--- config.mk ---
export PLATFORM = sky130hd
export DESIGN_NAME = fft_frame_demux
export DESIGN_NICKNAME = d
export VERILOG_FILES = /design/src/rtl/fft_pkg.sv /design/src/rtl/fft_out_reg.sv /design/src/rtl/fft_frame_demux.sv
export SDC_FILE = /design/constraint.sdc
export NUM_CORES = 1
export LEC_CHECK = 0
export CAP_MARGIN = 20
export CORE_MARGIN = 4
export CORE_UTILIZATION = 48
export CTS_BUF_LIST = sky130_fd_sc_hd__clkbuf_4 sky130_fd_sc_hd__clkbuf_8
export DETAILED_ROUTE_END_ITERATION = 7
export DONT_BUFFER_PORTS = 1
export GPL_TIMING_DRIVEN = 0
export SETUP_SLACK_MARGIN = 0.4
export SLEW_MARGIN = 20
export SYNTH_ARGS = -nofsm -noshare
export SYNTH_HDL_FRONTEND = slang
export SYNTH_SLANG_ARGS = --single-unit
--- constraint.sdc ---
create_clock -name clk -period 1.75 [get_ports clk]
set_clock_uncertainty 0.1 [all_clocks]
set_input_delay 0.175 -clock clk [delete_from_list [all_inputs] [get_ports clk]]
set_output_delay 0.175 -clock clk [all_outputs]
set_load 0.01 [all_outputs]
--- src/rtl/fft_pkg.sv ---
// Shared constants for the FFT frame routing blocks: default sample width,
// default frame length and the A/B select polarity shared with the merge mux.
package fft_pkg;

  localparam int SAMPLE_W      = 16;
  localparam int FRAME_LEN_DEF = 256;

  localparam logic ROUTE_A = 1'b1;
  localparam logic ROUTE_B = 1'b0;

  // State encoding equals the route bit, so the state register drives route directly.
  typedef enum logic {
    RUN_B = 1'b0,
    RUN_A = 1'b1
  } route_state_t;

endpackage

--- src/rtl/fft_out_reg.sv ---
// Single-entry valid/ready output stage carrying data plus a last flag.
// Loads on i_load; otherwise empties when the consumer takes the entry.
module fft_out_reg #(
  parameter int WIDTH = fft_pkg::SAMPLE_W
) (
  input  logic             clk,
  input  logic             rst,
  input  logic             i_load,
  input  logic [WIDTH-1:0] i_data,
  input  logic             i_last,
  input  logic             i_ready,
  output logic             o_valid,
  output logic [WIDTH-1:0] o_data,
  output logic             o_last
);

  logic             r_valid;
  logic [WIDTH-1:0] r_data;
  logic             r_last;

  // The upstream only asserts i_load when the entry is empty or draining this cycle.
  always_ff @(posedge clk) begin
    if (rst) begin
      r_valid <= 1'b0;
      r_data  <= '0;
      r_last  <= 1'b0;
    end else if (i_load) begin
      r_valid <= 1'b1;
      r_data  <= i_data;
      r_last  <= i_last;
    end else if (i_ready) begin
      r_valid <= 1'b0;
    end
  end

  assign o_valid = r_valid;
  assign o_data  = r_data;
  assign o_last  = r_last;

endmodule

--- src/rtl/fft_frame_demux.sv ---
// 1:2 frame router: steers whole FRAME_LEN-sample frames to port A or B (ping-pong or forced).
// Define FFT_DEMUX_LAST_CHECK_EN to add s_last and a sticky frame_err check.
module fft_frame_demux
  import fft_pkg::*;
#(
  parameter int WIDTH     = SAMPLE_W,
  parameter int FRAME_LEN = FRAME_LEN_DEF,
  parameter int CNT_W     = $clog2(FRAME_LEN)
) (
  input  logic             clk,
  input  logic             rst,
  input  logic             s_valid,
  output logic             s_ready,
  input  logic [WIDTH-1:0] s_data,
  input  logic             mode,
  input  logic             force_sel,
  output logic             m_a_valid,
  input  logic             m_a_ready,
  output logic [WIDTH-1:0] m_a_data,
  output logic             m_a_last,
  output logic             m_b_valid,
  input  logic             m_b_ready,
  output logic [WIDTH-1:0] m_b_data,
  output logic             m_b_last,
  output logic             route,
  output logic             frame_err
`ifdef FFT_DEMUX_LAST_CHECK_EN
  ,
  input  logic             s_last
`endif
);

  route_state_t     r_state;
  route_state_t     w_state_next;
  logic [CNT_W-1:0] r_cnt;
  logic [CNT_W-1:0] w_cnt_next;

  // Lane index follows the route polarity: lane 1 is port A, lane 0 is port B.
  logic             w_valid [2];
  logic             w_ready [2];
  logic [WIDTH-1:0] w_data  [2];
  logic             w_last  [2];
  logic             w_load  [2];

  logic w_fire;
  logic w_at_end;

  assign w_ready[ROUTE_A] = m_a_ready;
  assign w_ready[ROUTE_B] = m_b_ready;

  assign w_at_end = (r_cnt == CNT_W'(FRAME_LEN - 1));
  assign s_ready  = !rst && (!w_valid[r_state] || w_ready[r_state]);
  assign w_fire   = s_valid && s_ready;

  generate
    for (genvar gi = 0; gi < 2; gi++) begin : g_lane
      assign w_load[gi] = w_fire && (r_state == route_state_t'(gi));

      fft_out_reg #(
        .WIDTH(WIDTH)
      ) u_out_reg (
        .clk    (clk),
        .rst    (rst),
        .i_load (w_load[gi]),
        .i_data (s_data),
        .i_last (w_at_end),
        .i_ready(w_ready[gi]),
        .o_valid(w_valid[gi]),
        .o_data (w_data[gi]),
        .o_last (w_last[gi])
      );
    end
  endgenerate

  assign m_a_valid = w_valid[ROUTE_A];
  assign m_a_data  = w_data[ROUTE_A];
  assign m_a_last  = w_last[ROUTE_A];
  assign m_b_valid = w_valid[ROUTE_B];
  assign m_b_data  = w_data[ROUTE_B];
  assign m_b_last  = w_last[ROUTE_B];
  assign route     = r_state;

  always_ff @(posedge clk) begin
    if (rst) begin
      r_state <= RUN_A;
      r_cnt   <= '0;
    end else begin
      r_state <= w_state_next;
      r_cnt   <= w_cnt_next;
    end
  end

  // Route is re-decided only on the transfer that closes a frame.
  always_comb begin
    w_state_next = r_state;
    w_cnt_next   = r_cnt;
    if (w_fire) begin
      if (w_at_end) begin
        w_cnt_next = '0;
        if (mode) begin
          w_state_next = force_sel ? RUN_A : RUN_B;
        end else begin
          w_state_next = (r_state == RUN_A) ? RUN_B : RUN_A;
        end
      end else begin
        w_cnt_next = r_cnt + 1'b1;
      end
    end
  end

`ifdef FFT_DEMUX_LAST_CHECK_EN
  logic r_frame_err;

  always_ff @(posedge clk) begin
    if (rst) begin
      r_frame_err <= 1'b0;
    end else if (w_fire && (s_last != w_at_end)) begin
      r_frame_err <= 1'b1;
    end
  end

  assign frame_err = r_frame_err;
`else
  assign frame_err = 1'b0;
`endif

endmodule
### After elaboration in Yosys (flattened, before gate mapping)

Cells that the tools add are included.

* register bits after elaboration: 45
* latch bits: 0
* memory bits (writable): 0
* memory bits (read-only): 0
* bits of input ports: 23
* output and inout bits: 39
* memories kept: 0

* $add $sub $neg: 1
* $mul: 0
* divide/modulo/power cells: 0
* magnitude comparators: 1
* equal/unequal tests: 1
* shifts and indexed selects: 0
* muxes and demuxes: 14
* bitwise operators: 2
* reduce and logical (&&, ||, !) cells: 10

Operators by type and width (number)
* $mux 1: 13
* $add 8x1->8 const B: 1
* $eq 8x8->1 const B: 1
* $mux 8: 1
* $logic_and 1x1->1: 4
* $reduce_bool 2->1: 2
* $ge 2x2->1 const B: 1
* $logic_not 1->1: 2
* $not 1->2: 1
* $reduce_and 2->1: 1
* $logic_or 1x1->1: 1
* $not 1->1: 1

### Depth between registers and ports, before layout

* word-level depth: 10
* depth in mapped cells: 7
* gate-level depth less buffers: 5

### Hierarchy

From an unflattened synthesis, not the netlist that was laid out.

* cell total of the unflattened synthesis: 182
* area total of the unflattened synthesis: 1834.3 sq um

By module, submodules not included
* fft_out_reg: instances 2, cells each 59, area an instance 650.6 sq um, sequential area each 360.3 sq um
* fft_frame_demux: instances 1, cells each 64, area an instance 533.0 sq um, sequential area each 180.2 sq um

### Worst setup path after synthesis

Ideal clock, no wire load.

* path type: register to register
* start: register r_state, in the netlist route
* end: register r_cnt[6]
* data arrival time: 1458 ps
* required time: 1580 ps
* setup slack: 121 ps
* cell stages (with the launch flop): 7
* clock period less this slack: 1629 ps
* cells stage by stage: dfxtp_1 buf_4 or3b_1 buf_6 nand3_4 or4_1 a21oi_1

* longest elaborated chain between the ends: 8

RTL lines
* start: declaration: RTL line fft_frame_demux.sv:33 `route_state_t r_state;`
* start signal: assignment: RTL line fft_frame_demux.sv:88 `r_state <= w_state_next;`
* $not 1->2 (not written as such) (*): RTL line fft_frame_demux.sv:52 `assign s_ready = !rst && (!w_valid[r_state] || w_ready[r_state]);`
* $mux 1 (not written as such) (3 in a row): RTL line fft_frame_demux.sv:52
* $logic_not 1->1: RTL line fft_frame_demux.sv:52
* $logic_or 1x1->1 (*): RTL line fft_frame_demux.sv:52
* $logic_and 1x1->1 (*): RTL line fft_frame_demux.sv:52
* $logic_and 1x1->1 (*): RTL line fft_frame_demux.sv:53 `assign w_fire = s_valid && s_ready;`
* end signal: assignment: RTL line fft_frame_demux.sv:89 `r_cnt <= w_cnt_next;`
* end: declaration: RTL line fft_frame_demux.sv:35 `logic [CNT_W-1:0] r_cnt;`

Mark *: on every way between the ends. The rest lies on a longest branch, timed or not. The select of a mux whose other input is x is not followed.
A chain may end at the register's enable or synchronous reset.

### Worst setup path after layout

* start: register r_state, in the netlist route
* end: output port s_ready

* longest elaborated chain between the ends: 7

RTL lines
* $not 1->2 (not written as such) (*): RTL line fft_frame_demux.sv:52
* $mux 1 (not written as such) (3 in a row): RTL line fft_frame_demux.sv:52
* $logic_not 1->1: RTL line fft_frame_demux.sv:52
* $logic_or 1x1->1 (*): RTL line fft_frame_demux.sv:52
* $logic_and 1x1->1 (*): RTL line fft_frame_demux.sv:52
* end: declaration: RTL line fft_frame_demux.sv:13 `output logic s_ready,`

Marks and branches as above.

==> flow_summary.yaml <==
synth:
  syn_area_um2: 1760
  ys.flop_type: "dfxtp_1"
  yosys_register_bits: 45
  synth.most_common_cell: "nand2_1"
  netlist_instances: 215
  synth_edf_count: 0
  syn_avg_cell_area_um2: 8.18
  yosys.cell_types.count: 31
  synth_common_cells: "nand2_1, dfxtp_1, a21oi_1, nor2_1, clkbuf_1"
  synth_fp_nets: 239
  synth_top_area_frac: 0.512
  synthArstFlopShare: 0
  yosys_warnings: 0
  yosys-top-cells-area: "dfxtp_1, nand2_1, a21oi_1"
  synth_seq_area_share: 0.512
  synth.largest_area_cell: "dfxtp_1"
cts:
  clk_pin_slew_ns: 0.08
  clockRootBuffer: "clkbuf_8"
  cts.sinks: 45
  worstSkewPairLatency_ns: 0.30
  postCtsHoldBufs: 17
  cts_buffers: 5
  cts_buffer_depth: 2
  h-tree-depth: 2
  cts_tree: "yes"
setup_path:
  rr_endpoint: "r_cnt[3]"
  cp-endpoint: "s_ready"
  reg2reg_from: "route"
  critPathLaunch: "route"
  critPathKind: "flop to output pin"
  cp_max_fo: 6
  startpoint_type: "flop"
  crit_path_end_kind: "output pin"
  r2r_slack_ns: 0.14
  r2r_cells: 6
  arrival_ns: 1.39
  crit_required_ns: 1.47
final_layout:
  n_antenna_cell: 0
  fillerInstances: 244
  utilization: 0.747
  area_growth_pct: 46.2
  layout.nets: 272
  drive_gt1_frac: 0.361
route:
  drc: 0
  vias_per_cell: 5.45
  drt-pass1-iter-count: 4
  wire_per_inst_um: 16.2
  vias: 1607
  wl_um: 4790
  dr.first_iter.drc_count: 79
  ant_nets: 0
floorplanning:
  core_area_um2: 3440
  die_area_um2: 4700
  num_io_pins: 62
  core.rowCount: 21
  die_y_um: 68.5
  initial_core_util: 0.511
  die_x_um: 68.5
hold_path:
  hold_path_depth: 3
  hold_class: "input pin to flop"
sta:
  grt_setup_unrepaired: "yes"
  final_hold_viol_count: 1
  slew_viol_final: 0
  fmax_ghz: 0.599
  min_period_ns: 1.67
  setup_tns_ns: 0
  fin_crit_sh: 0.953
  tightest_slew_ns: 0.717
  holdWs_ns: -0.0245
  finalSetupViolCount: 0
  slew_headroom: 0.522
power:
  ir_worst_vdd_mv: 0.572
  total_leakage_power_nw: 0.873
  finalPower_mw: 1.86
  power.density_nw_per_um2: 723
global_route:
  grt_pass1_wl_um: 7450
  grt_max_degree: 14
  grt-ovfl-total: 0
  global_route.usage.total: 0.214
  antenna_found_initial: 0
  grt_pass1_vias: 1585
outcome:
  status: "complete, but fails checks"
  violations: "negative hold slack"
placed_design:
  port-buffer-count: 0
  dp_hpwl_um: 3100
  gp_congestion: 0.747
job:
  max_cap_viol_count: 0
## state kept, by name (all words and copies together) (netlist names)
name and cells:
g_lane.u_out_reg.o_data 32, g_lane.u_out_reg.o_last 2, g_lane.u_out_reg.o_valid 2, r_cnt 8, route 1
## area by class of cell
type,instances,area [um2],area share
multi-input combinational,156,1100,0.426
clock inverter,2,10.0,0.00389
timing repair buffer,26,283,0.110
sequential,45,907,0.353
buffer,14,143,0.0554
clock buffer,6,76.3,0.0297
tap,46,57.6,0.0224
## repair_timing
item                                    CTS  global route
buffers inserted                          8             0
cloned                                    1             0
endpoints found under the setup margin   39            45
pin swaps                                25            16
hold endpoints to repair                 34             1
gates resized for setup                  59            32
## per-stage QoR
| step | cell area (um2) | cells | worst slack (ns) |
|---|---|---|---|
| after detailed placement | 1860 | 261 | -0.00264 |
| after global routing | 2570 | 295 | 0.0415 |
| after global placement | 1860 | 261 | 0.0497 |
| final | 2570 | 295 | 0.0818 |
| after CTS | 2440 | 295 | 0.0421 |
| after floorplan | 1800 | 215 | 0.236 |
## worst max-delay path, stage by stage (launching register included)
cell and delay [ns]:
dfxtp_4 0.37, buf_6 0.13, or3b_4 0.36, buf_6 0.14, nand2_4 0.06, nor2_4 0.04
## worst min-delay path by stage
stage	from	end	slack [ns]
floorplan	s_data[0]	g_lane[0].u_out_reg.o_data[0]	0.21
global placement	s_data[3]	g_lane[0].u_out_reg.o_data[3]	0.21
detailed placement	s_data[10]	g_lane[1].u_out_reg.o_data[10]	0.22
CTS	m_b_ready	g_lane[0].u_out_reg.o_valid	-0.03
global route	m_b_ready	g_lane[0].u_out_reg.o_valid	-0.02
finish	m_b_ready	g_lane[0].u_out_reg.o_valid	-0.02
## cells by family (layout without fill, tap and decap cells)
group	count (synthesis)	in the layout	synth area share
mux	1	1	0.00569
fa+ha+maj	1	1	0.00711
simple gates	106	106	0.279
other cells	1	1	0.00213
flops	45	45	0.512
compound gates	43	43	0.129
buf+inv	14	48	0.0455
xor+xnor	4	4	0.0199
## layout by cell type (no fill, tap or decap), types with 2 or more instances in the layout
master | synthesis | layout
clkbuf_8 | 0 | 6
or3_4 | 0 | 2
nand3_4 | 1 | 2
buf_6 | 2 | 5
a21oi_1 | 38 | 14
nand2_2 | 0 | 3
buf_4 | 2 | 7
nand4_1 | 4 | 4
dlygate4sd3_1 | 0 | 17
a21oi_2 | 0 | 24
nand2_1 | 72 | 51
xor2_1 | 4 | 4
nor2_1 | 9 | 7
clkinv_2 | 0 | 2
clkbuf_1 | 6 | 4
buf_12 | 0 | 3
nand3_1 | 3 | 2
dfxtp_2 | 0 | 2
nand2_4 | 0 | 18
buf_8 | 0 | 2
o21ai_0 | 2 | 2
dfxtp_1 | 45 | 42
nor2_4 | 0 | 2
## where the power goes
group	switching [mW]	internal (mW)	total (mW)
Combinational	0.0876	0.0773	0.165
Clock	0.332	0.292	0.624
Sequential	0.0255	1.04	1.07
## layer usage
layer	track usage	vias to the layer above	wire length (um)
met2	0.381	47	2410
met3	0.0697	4	426
met4	0.0447	0	34
met5	0	-	0
li1	-	782	-
met1	0.248	774	1920
No activity file was read; power rests on OpenSTA's default activity.
